--- src/rtl/flash_selftest_pkg.sv ---
// Shared definitions for the SPI-flash read self-test sequencer.
// Holds the sequencer state encoding, the per-lane RGB colour codes,
// the byte-lane count, and helpers that map state and fail bits onto
// the status outputs.
package flash_selftest_pkg;

   localparam int LANES = 4;

   localparam logic [2:0] RGB_PASS = 3'b010;
   localparam logic [2:0] RGB_FAIL = 3'b100;
   localparam logic [2:0] RGB_PEND = 3'b001;

   typedef enum logic [2:0] {
      IDLE      = 3'd0,
      WAIT_IDLE = 3'd1,
      ISSUE     = 3'd2,
      WAIT      = 3'd3,
      DONE      = 3'd4
   } state_t;

   // External state code: WAIT_IDLE and ISSUE both report as "issuing".
   function automatic logic [1:0] state_code(input state_t s);
      logic [1:0] code;
      case (s)
         IDLE:             code = 2'd0;
         WAIT_IDLE, ISSUE: code = 2'd1;
         WAIT:             code = 2'd2;
         DONE:             code = 2'd3;
         default:          code = 2'd0;
      endcase
      return code;
   endfunction

   // Final verdict colours: red for any failing lane, green otherwise.
   function automatic logic [3*LANES-1:0] lane_colours(input logic [LANES-1:0] fail);
      logic [3*LANES-1:0] rgb;
      rgb = '0;
      for (int k = 0; k < LANES; k++) begin
         rgb[3*k +: 3] = fail[k] ? RGB_FAIL : RGB_PASS;
      end
      return rgb;
   endfunction

endpackage

--- src/rtl/flash_lane_cmp.sv ---
// Combinational byte-lane checker.
// Ports: data     - 32-bit word, lane k = data[8k+7:8k]
//        mismatch - bit k set when lane k differs from EXP_BYTE
//        count    - number of mismatching lanes (0..4)
module flash_lane_cmp
   import flash_selftest_pkg::*;
#(
   parameter logic [7:0] EXP_BYTE = 8'h31
) (
   input  logic [31:0]      data,
   output logic [LANES-1:0] mismatch,
   output logic [2:0]       count
);

   // Per-lane compare and popcount of the mismatches.
   always_comb begin
      mismatch = '0;
      count    = 3'd0;
      for (int k = 0; k < LANES; k++) begin
         mismatch[k] = (data[8*k +: 8] != EXP_BYTE);
         count       = count + {2'b00, mismatch[k]};
      end
   end

endmodule

--- src/rtl/flash_selftest_seq.sv ---
// SPI-flash read self-test sequencer.
// Issues WORDS sequential 32-bit reads from BASE_ADDR, checks every byte
// lane against EXP_BYTE and reports a per-lane RGB verdict, an error count
// and a lost-response flag. One-shot on start, or free-running if REPEAT.
// Ports: clk100mhz/rst_n clock and async reset; start pass trigger;
//        phy_tx/phy_addr/phy_len read request; phy_busy/phy_valid/phy_data
//        PHY status and response; lane_rgb/err_cnt/timeout/done/state_o status.
module flash_selftest_seq
   import flash_selftest_pkg::*;
#(
   parameter logic [23:0] BASE_ADDR   = 24'h400000,
   parameter int          WORDS       = 4,
   parameter logic [3:0]  PHY_LEN     = 4'd2,
   parameter logic [7:0]  EXP_BYTE    = 8'h31,
   parameter int          TIMEOUT_CYC = 4096,
   parameter bit          REPEAT      = 1'b0,
   parameter int          GAP_CYC     = 1000000
) (
   input  logic        clk100mhz,
   input  logic        rst_n,
   input  logic        start,
   output logic        phy_tx,
   output logic [23:0] phy_addr,
   output logic [3:0]  phy_len,
   input  logic        phy_busy,
   input  logic        phy_valid,
   input  logic [31:0] phy_data,
   output logic [11:0] lane_rgb,
   output logic [15:0] err_cnt,
   output logic        timeout,
   output logic        done,
   output logic [1:0]  state_o
);

   localparam int IW = (WORDS > 1)       ? $clog2(WORDS)       : 1;
   localparam int TW = (TIMEOUT_CYC > 1) ? $clog2(TIMEOUT_CYC) : 1;
   localparam int GW = (GAP_CYC > 1)     ? $clog2(GAP_CYC)     : 1;
   localparam logic [IW-1:0] IDX_LAST = IW'(WORDS - 1);
   localparam logic [TW-1:0] TMR_LAST = TW'(TIMEOUT_CYC - 1);
   localparam logic [GW-1:0] GAP_LAST = GW'(GAP_CYC - 1);

   state_t          state_r, state_next_s;
   logic [IW-1:0]   idx_r;
   logic [TW-1:0]   timer_r;
   logic [GW-1:0]   gap_r;
   logic [LANES-1:0] fail_r, fail_next_s;
   logic [15:0]     perr_r, perr_next_s;
   logic [16:0]     perr_sum_s;
   logic [LANES-1:0] cmp_mis_s;
   logic [2:0]      cmp_cnt_s;
   logic            rsp_s, tmo_s, pass_start_s, done_entry_s;
   logic [23:0]     issue_addr_s;

   logic            phy_tx_r, timeout_r, done_r;
   logic [23:0]     phy_addr_r;
   logic [11:0]     lane_rgb_r;
   logic [15:0]     err_cnt_r;
   logic [1:0]      state_o_r;

   flash_lane_cmp #(.EXP_BYTE(EXP_BYTE)) u_cmp (
      .data     (phy_data),
      .mismatch (cmp_mis_s),
      .count    (cmp_cnt_s)
   );

   assign rsp_s        = (state_r == WAIT) && phy_valid;
   // A response on the last timer cycle still counts as a response.
   assign tmo_s        = (state_r == WAIT) && !phy_valid && (timer_r == TMR_LAST);
   assign pass_start_s = (state_next_s == WAIT_IDLE) && ((state_r == IDLE) || (state_r == DONE));
   assign done_entry_s = (state_next_s == DONE) && (state_r != DONE);
   assign perr_sum_s   = {1'b0, perr_r} + {14'b0, cmp_cnt_s};
   assign issue_addr_s = BASE_ADDR + {22'(idx_r), 2'b00};

   // Next-state logic.
   always_comb begin
      state_next_s = state_r;
      case (state_r)
         IDLE: begin
            if (start) state_next_s = WAIT_IDLE;
            else       state_next_s = IDLE;
         end
         WAIT_IDLE: begin
            if (!phy_busy) state_next_s = ISSUE;
            else           state_next_s = WAIT_IDLE;
         end
         ISSUE: state_next_s = WAIT;
         WAIT: begin
            if (rsp_s) begin
               if (idx_r == IDX_LAST) state_next_s = DONE;
               else                   state_next_s = WAIT_IDLE;
            end else if (tmo_s) begin
               state_next_s = DONE;
            end else begin
               state_next_s = WAIT;
            end
         end
         DONE: begin
            if (REPEAT) begin
               if (gap_r == GAP_LAST) state_next_s = WAIT_IDLE;
               else                   state_next_s = DONE;
            end else begin
               if (start) state_next_s = WAIT_IDLE;
               else       state_next_s = DONE;
            end
         end
         default: state_next_s = IDLE;
      endcase
   end

   // Lane verdict and error accumulation for the current cycle.
   always_comb begin
      fail_next_s = fail_r;
      perr_next_s = perr_r;
      if (rsp_s) begin
         fail_next_s = fail_r | cmp_mis_s;
         perr_next_s = perr_sum_s[16] ? 16'hFFFF : perr_sum_s[15:0];
      end else if (tmo_s) begin
         // The lost word's lanes were never sampled, so none can be trusted.
         fail_next_s = '1;
         perr_next_s = perr_r;
      end else begin
         fail_next_s = fail_r;
         perr_next_s = perr_r;
      end
   end

   // State register.
   always_ff @(posedge clk100mhz or negedge rst_n) begin
      if (!rst_n) state_r <= IDLE;
      else        state_r <= state_next_s;
   end

   // Pass bookkeeping: word index, lane fail bits, error sum, timers.
   always_ff @(posedge clk100mhz or negedge rst_n) begin
      if (!rst_n) begin
         idx_r     <= '0;
         fail_r    <= '0;
         perr_r    <= 16'd0;
         timer_r   <= '0;
         gap_r     <= '0;
         timeout_r <= 1'b0;
      end else begin
         if (pass_start_s) begin
            idx_r     <= '0;
            fail_r    <= '0;
            perr_r    <= 16'd0;
            timeout_r <= 1'b0;
         end else begin
            if (rsp_s && (idx_r != IDX_LAST)) idx_r <= idx_r + IW'(1);
            fail_r <= fail_next_s;
            perr_r <= perr_next_s;
            if (tmo_s) timeout_r <= 1'b1;
         end
         if (state_r == ISSUE)     timer_r <= '0;
         else if (state_r == WAIT) timer_r <= timer_r + TW'(1);
         if (state_r == DONE) gap_r <= gap_r + GW'(1);
         else                 gap_r <= '0;
      end
   end

   // Registered outputs, derived from the state being entered.
   always_ff @(posedge clk100mhz or negedge rst_n) begin
      if (!rst_n) begin
         phy_tx_r   <= 1'b0;
         phy_addr_r <= BASE_ADDR;
         lane_rgb_r <= {LANES{RGB_PEND}};
         err_cnt_r  <= 16'd0;
         done_r     <= 1'b0;
         state_o_r  <= 2'd0;
      end else begin
         phy_tx_r <= (state_next_s == ISSUE);
         if (state_next_s == ISSUE) phy_addr_r <= issue_addr_s;
         if (pass_start_s) begin
            lane_rgb_r <= {LANES{RGB_PEND}};
         end else if (done_entry_s) begin
            lane_rgb_r <= lane_colours(fail_next_s);
            err_cnt_r  <= perr_next_s;
         end
         done_r    <= (state_next_s == DONE);
         state_o_r <= state_code(state_next_s);
      end
   end

   assign phy_tx   = phy_tx_r;
   assign phy_addr = phy_addr_r;
   assign phy_len  = PHY_LEN;
   assign lane_rgb = lane_rgb_r;
   assign err_cnt  = err_cnt_r;
   assign timeout  = timeout_r;
   assign done     = done_r;
   assign state_o  = state_o_r;

endmodule

--- config.mk ---
export PLATFORM = sky130hd
export DESIGN_NAME = flash_selftest_seq
export DESIGN_NICKNAME = d
export VERILOG_FILES = /design/src/rtl/flash_selftest_pkg.sv /design/src/rtl/flash_lane_cmp.sv /design/src/rtl/flash_selftest_seq.sv
export SDC_FILE = /design/constraint.sdc
export NUM_CORES = 1
export LEC_CHECK = 0
export BUFFER_PORTS_ARGS = -buffer_cell sky130_fd_sc_hd__buf_4
export CORE_MARGIN = 2
export CORE_UTILIZATION = 40
export CTS_BUF_LIST = sky130_fd_sc_hd__clkbuf_4 sky130_fd_sc_hd__clkbuf_8
export CTS_CLUSTER_SIZE = 16
export DETAILED_ROUTE_END_ITERATION = 16
export PLACE_DENSITY = 0.68
export SLEW_MARGIN = 25
export SYNTH_ARGS = -nofsm -noshare
export SYNTH_HDL_FRONTEND = slang
export SYNTH_SLANG_ARGS = --single-unit
export TNS_END_PERCENT = 30
--- constraint.sdc ---
create_clock -name clk100mhz -period 2 [get_ports clk100mhz]
set_clock_uncertainty 0.1 [all_clocks]
set_input_delay 0.4 -clock clk100mhz [delete_from_list [all_inputs] [get_ports clk100mhz]]
set_output_delay 0.4 -clock clk100mhz [all_outputs]
set_load 0.1 [all_outputs]
==> results of run 1 <==
==> metrics by stage <==
stage          total power, mW  cell area [sq um]  worst slack, ns  utilization (%)  TNS (ns)
5_1_grt                   5.72               5330            -1.28             60.5    -43.83
2_1_floorplan             3.56               3810            -1.23                -    -35.73
3_5_place_dp              4.18               4510            -1.57             51.2    -47.15
4_1_cts                   5.37               5120            -1.06             58.2    -36.50
6_report                  5.46               5330            -1.15             60.5    -39.79
3_3_place_gp              4.13               4510            -1.49             51.2    -44.91
==> registers in the layout, summed over array words and instances, names as in the netlist <==
| signal | cells |
|---|---|
| state_o | 2 |
| perr_r | 16 |
| lane_rgb | 9 |
| phy_addr | 2 |
| timeout | 1 |
| timer_r | 12 |
| idx_r | 2 |
| done | 1 |
| fail_r | 4 |
| err_cnt | 16 |
| phy_tx | 1 |
| state_r | 3 |
==> worst paths after layout <==
kind	start	endpoint	slack [ns]	depth (start not counted)
max reg2reg	perr_r[0]	err_cnt[7]	-0.15	9
min in group asynchronous	rst_n	timeout	0.37	2
max in group asynchronous	rst_n	lane_rgb[9]	0.89	3
min	phy_busy	phy_tx	0.26	3
max	phy_data[1]	err_cnt[7]	-1.15	16
min reg2reg	lane_rgb[9]	lane_rgb[9]	0.39	2
==> cells by family after synthesis <==
family | count (synthesis) | share of synthesized area [%]
AND/OR/NAND/NOR | 166 | 23.2
flip-flops | 69 | 47.2
AO/OA/AOI/OAI | 67 | 11.7
buffers and inverters | 58 | 9.63
XOR/XNOR | 10 | 2.39
adder cells (fa/ha/maj) | 9 | 3.48
multiplexers | 8 | 2.25
other | 2 | 0.205
==> power groups by stage <==
stage               combinational (mW)  clock (mW)  sequential [mW]
finish                            2.49        1.16             1.81
global route                      2.65        1.24             1.83
CTS                               2.40        1.18             1.79
detailed placement                2.36           0             1.82
global placement                  2.33           0             1.81
floorplan                         1.09           0             2.47
==> cell usage after synthesis, drive strengths merged (3+ instances only) <==
cell | n | area share (%)
and4 | 3 | 0.72
and2 | 3 | 0.51
nor2 | 52 | 5.4
nor4b | 4 | 0.96
or3 | 3 | 0.65
ha | 7 | 2.4
nand2 | 43 | 4.4
a31oi | 3 | 0.51
inv | 14 | 1.4
nand2b | 3 | 0.51
nand3 | 14 | 1.9
buf | 40 | 7.8
and3 | 7 | 1.3
a21oi | 9 | 1.2
nor3 | 12 | 1.9
nor4 | 5 | 1.2
xnor2 | 5 | 1.2
xor2 | 5 | 1.2
a211oi | 9 | 2.0
nor2b | 3 | 0.51
nand3b | 3 | 0.61
nand4 | 7 | 1.6
o21ai | 30 | 4.5
mux2i | 6 | 1.6
a21o | 5 | 1.0
dfrtp | 68 | 46
clkbuf | 4 | 0.41
==> repair_timing <==
| action | in CTS | in global routing |
|---|---|---|
| buffers inserted | 31 | 4 |
| pin swaps | 14 | 23 |
| gates resized for setup | 55 | 40 |
| endpoints found under the hold margin | 18 | 0 |
| gates cloned | 0 | 0 |
| setup endpoints to repair | 32 | 43 |
| hold buffers | 1 | 0 |
==> layer usage <==
| layer | track usage, % | vias to the layer above |
|---|---|---|
| li1 | - | 1560 |
| met1 | 24.6 | 1609 |
| met2 | 36.9 | 90 |
| met3 | 5.48 | 19 |
| met4 | 7.90 | 0 |
| met5 | 0 | - |
==> critical path, cell delays in order <==
cell and delay, ns:
buf_8 0.10, nor4b_4 0.28, nand4_1 0.15, ha_1 0.32, inv_2 0.07, fa_2 0.43
inv_2 0.07, ha_4 0.13, inv_2 0.04, fa_2 0.39, nor2b_4 0.16, o21ai_4 0.09
nor3_4 0.32, buf_6 0.18, nor2_1 0.06, o21ai_1 0.13
==> cell type report <==
| type | count | area [sq um] | share of cell area (%) |
|---|---|---|---|
| multi-input cells | 286 | 1940 | 36.5 |
| flip-flops and latches | 69 | 1730 | 32.4 |
| repair buffers | 147 | 1270 | 23.9 |
| clock buffers | 10 | 138 | 2.58 |
| well taps | 108 | 135 | 2.54 |
| clock inverters | 6 | 61.3 | 1.15 |
| inverters | 14 | 52.6 | 0.986 |
==> flow_metrics.env, run 1 <==
export IMPL_status="finished with violations"
export IMPL_failed_checks="setup timing"
export IMPL_antenna_cells=0
export IMPL_top_layer_used="met4"
export IMPL_cts_buffers=9
export IMPL_fillers=709
export IMPL_die_h_microns=99.7
export IMPL_rsz0062_at_grt="true"
export IMPL_cts_tree="built"
export IMPL_worstSetupPathType="in2reg"
export IMPL_finalNonFillerCells=640
export IMPL_yosysWarnings=0
export IMPL_p_leak_nw=2.59
export IMPL_intPower_mw=2.95
export IMPL_cts_root_buf="clkbuf_8"
export IMPL_crit_fanout=5
export IMPL_ys_types=58
export IMPL_drc=0
export IMPL_postSynthAreaPerCell_sq_um=9.41
export IMPL_setup_slack_ns=-1.15
export IMPL_clkPwrFrac_pct=21.3
export IMPL_final_common_cell="buf_4"
export IMPL_p_sw_share_pct=46.0
export IMPL_area_growth_syn_to_layout_pct=45.5
export IMPL_final_max_slew_viol_count=0
export IMPL_drive_above_1_share_pct=40.8
export IMPL_critPathArrivalTime_ns=3.33
export IMPL_hold_viol=0
export IMPL_grt_overflow_total=0
export IMPL_hpwl_microns=6580
export IMPL_finalCriticalPeriod_ns=3.15
export IMPL_worstPathRequired_ns=2.18
export IMPL_pwr_share_seq_pct=33.1
export IMPL_first_iter_violations=122
export IMPL_wire_per_inst_microns=16.0
export IMPL_cts_clk_slew_worst_paths_ns=0.07
export IMPL_irDropWorstVdd_mv=0.523
export IMPL_cts_sinks=69
export IMPL_dieArea_sq_um=9940
export IMPL_firstDrtPassIters=4
export IMPL_routed_wl_microns=10200
export IMPL_cap_viol_max_count=0
export IMPL_cts_max_level=3
export IMPL_power_switching_mw=2.51
export IMPL_fp_coreArea_sq_um=8810
export IMPL_wl_met1_microns=4170
export IMPL_wl_met2_microns=5360
export IMPL_period_share_pct=158
export IMPL_layout_nets=573
export IMPL_yosysSeqAreaShare_pct=47.2
export IMPL_async_flop_share_pct=100
export IMPL_row_count=34
export IMPL_synth_area_sq_um=3660
export IMPL_grt_max_degree=25
export IMPL_synth_edf_count=0
export IMPL_synth_seq_cells=69
export IMPL_cp_start_kind="input pin"
export IMPL_die_w_microns=99.7
export IMPL_antenna_found_initial=0
export IMPL_io_pins=98
export IMPL_holdCritPathClass="in2reg"
export IMPL_clock_path_buffers=2
export IMPL_timing_hold_ws_ns=0.257
export IMPL_p_comb_share_pct=45.6
export IMPL_ys_flop_type="dfrtp_1"
export IMPL_vias=3278
export IMPL_grt_use_total_pct=21.0
export IMPL_critPathCaptureType="flop"
export IMPL_dpl_cell_count=590
export IMPL_detailroute_wirelength_met3_microns=477
export IMPL_drtAntennaViolNets=0
export IMPL_setup_viol_count_final=38
export IMPL_initial_core_util_pct=41.6
export IMPL_grt_pass1_vias=3365
export IMPL_clkLatencyLatePin_ns=0.35
export IMPL_max_freq_ghz=0.317
export IMPL_port_buffers=71
export IMPL_gp_congestion=0.852
export IMPL_layout_common_cells="105 x buf_4, 68 x dfrtp_1, 46 x nor2_1, 43 x nand2_1, 39 x buf_6"
export IMPL_grt_first_pass_wirelength_microns=16400
export IMPL_synth_cells=389
export IMPL_powerDensity_nw_per_um2=1020
export IMPL_vias_per_cell=5.12
Power figures use the tool's default switching activity.
==> run 2: changes to the inputs <==
- CORE_ASPECT_RATIO: not set -> 0.9
- TNS_END_PERCENT: 30 -> 1
==> run 2 against run 1 <==
Against the previous run:
- the flow still finishes with violations (setup timing)
- cell count shrank 1.9%
- register-to-register slack gained 0.08 ns
- global-route usage shrank 2.0 points
- sequential share of layout area grew 2.4 points
- final area shrank 7.0%
- non-clock buffer count shrank 26
- core utilization shrank 5.5 points
- clock power is essentially flat
- fmax grew 1.5%
- critical endpoint is now err_cnt[0]
- largest power group unchanged
- highest routed layer unchanged
==> flow_metrics.env, run 2 (synthesis gave the netlist of run 1 again) <==
export IMPL_status="finished with violations"
export IMPL_failed_checks="setup timing"
export IMPL_worstPathRequired_ns=2.19
export IMPL_io_pins=98
export IMPL_vias_per_cell=4.95
export IMPL_rsz0062_at_grt="true"
export IMPL_antenna_found_initial=0
export IMPL_pwr_share_seq_pct=34.0
export IMPL_p_sw_share_pct=46.3
export IMPL_firstDrtPassIters=4
export IMPL_clock_path_buffers=2
export IMPL_hpwl_microns=6390
export IMPL_grt_pass1_vias=3136
export IMPL_crit_fanout=6
export IMPL_antenna_cells=0
export IMPL_r2r_slack_ns=-0.07
export IMPL_grt_overflow_total=0
export IMPL_routed_wl_microns=8780
export IMPL_p_comb_share_pct=44.0
export IMPL_dieArea_sq_um=9940
export IMPL_first_iter_violations=108
export IMPL_pre_cts_slack_ns=-1.57
export IMPL_cts_root_buf="clkbuf_8"
export IMPL_detailroute_wirelength_met3_microns=290
export IMPL_wl_met1_microns=3870
export IMPL_cts_clk_slew_worst_paths_ns=0.08
export IMPL_setup_slack_ns=-1.10
export IMPL_hold_viol=0
export IMPL_final_max_slew_viol_count=0
export IMPL_layout_common_cells="99 x buf_4, 68 x dfrtp_1, 50 x nor2_1, 43 x nand2_1, 26 x conb_1"
export IMPL_dpl_cell_area_sq_um=4460
export IMPL_grt_max_degree=37
export IMPL_max_freq_ghz=0.322
export IMPL_cts_buffers=9
export IMPL_hold_depth=3
export IMPL_initial_core_util_pct=40.7
export IMPL_p_leak_nw=2.43
export IMPL_fin_util_pct=55.1
export IMPL_fin_total_pwr_mw=5.36
export IMPL_critPathCaptureType="flop"
export IMPL_final_area_sq_um=4960
export IMPL_cts_sinks=69
export IMPL_seq_area_sq_um=1730
export IMPL_finalCriticalPeriod_ns=3.10
export IMPL_die_h_microns=94.8
export IMPL_holdCritPathClass="in2reg"
export IMPL_critPathArrivalTime_ns=3.30
export IMPL_grt_first_pass_wirelength_microns=14800
export IMPL_period_share_pct=155
export IMPL_gp_congestion=0.851
export IMPL_drtAntennaViolNets=0
export IMPL_cp_start_kind="input pin"
export IMPL_fillers=796
export IMPL_finalNonFillerCells=628
export IMPL_grt_use_total_pct=18.9
export IMPL_drive_above_1_share_pct=34.0
export IMPL_dpl_cell_count=597
export IMPL_worstSetupPathType="in2reg"
export IMPL_min_to="phy_tx"
export IMPL_fp_coreArea_sq_um=9000
export IMPL_wire_per_inst_microns=14.0
export IMPL_wl_met2_microns=4500
export IMPL_cts_max_level=3
export IMPL_cts_tree="built"
export IMPL_top_layer_used="met4"
export IMPL_vias=3108
export IMPL_irDropWorstVdd_mv=0.629
export IMPL_powerDensity_nw_per_um2=1080
export IMPL_min_from="phy_busy"
export IMPL_multi_input_area_sq_um=1810
export IMPL_r2r_start="perr_r[0]"
export IMPL_reg2reg_depth=8
export IMPL_die_w_microns=105
export IMPL_layout_nets=547
export IMPL_power_switching_mw=2.48
export IMPL_setup_viol_count_final=35
export IMPL_intPower_mw=2.87
export IMPL_port_buffers=71
export IMPL_area_growth_syn_to_layout_pct=35.3
export IMPL_cap_viol_max_count=0
export IMPL_final_common_cell="buf_4"
export IMPL_rr_endpoint="err_cnt[0]"
export IMPL_row_count=33
export IMPL_clkLatencyLatePin_ns=0.35
export IMPL_clkPwrFrac_pct=22.0
export IMPL_drc=0
## run 2: cell count changes in the layout (fill, tap and decap cells not counted), sizes merged
cell,before,now
buf,146,120
inv,15,16
clkbuf,10,9
## run 2: critical path: stages
cell,delay (ns)
buf_6,0.10
nor4b_4,0.27
nand4_1,0.15
ha_1,0.30
inv_1,0.04
fa_1,0.44
inv_1,0.08
ha_2,0.18
inv_2,0.04
fa_2,0.37
nor2b_4,0.16
o21ai_4,0.10
or3_4,0.40
and3_4,0.17
o21ai_2,0.10
## run 2: metrics by stage
step | setup TNS (ns) | hold WS [ns]
finish | -33.98 | 0.245
global route | -39.40 | 0.236
CTS | -33.39 | 0.233
detailed placement | -45.94 | 0.293
global placement | -43.75 | 0.283
floorplan | -34.85 | 0.00441
## run 2: worst max path at each step
stage                startpoint          end  slack (ns)  depth (start not counted)
floorplan           phy_data[9]   err_cnt[0]       -1.23                         14
global placement    phy_data[9]  err_cnt[12]       -1.48                         15
detailed placement  phy_data[1]  err_cnt[12]       -1.57                         15
CTS                 phy_data[9]   err_cnt[0]       -1.09                         15
global route        phy_data[9]   err_cnt[0]       -1.24                         15
finish              phy_data[3]   err_cnt[0]       -1.10                         15
## run 2: cell type report
cell class	instances	area share, %
Clock buffer	9	2.50
Clock inverter	7	1.64
Inverter	14	1.06
Multi-Input combinational cell	286	36.5
Sequential cell	69	34.9
Tap cell	122	3.08
Timing Repair Buffer	121	20.3
## run 2: layer usage
metal  global-route usage, %  vias to the layer above
met1                    22.9                     1522
met2                    34.2                       59
met3                    4.00                       14
met5                       0                        -
li1                        -                     1513
met4                    5.89                        0
## run 2: power groups by stage
stage,combinational [mW],sequential (mW),clock (mW)
final,2.36,1.82,1.18
after global routing,2.52,1.85,1.27
after CTS,2.34,1.82,1.21
after detailed placement,2.29,1.84,0
after global placement,2.26,1.84,0
after floorplan,1.08,2.47,0
## run 2: repair_timing
| item | CTS | global route |
|---|---|---|
| endpoints found under the hold margin | 34 | 0 |
| hold buffers | 1 | 0 |
| gates resized for setup | 38 | 12 |
| pin swaps | 7 | 1 |
| gates cloned | 0 | 0 |
| endpoints found under the setup margin | 33 | 39 |
| buffers inserted | 14 | 0 |
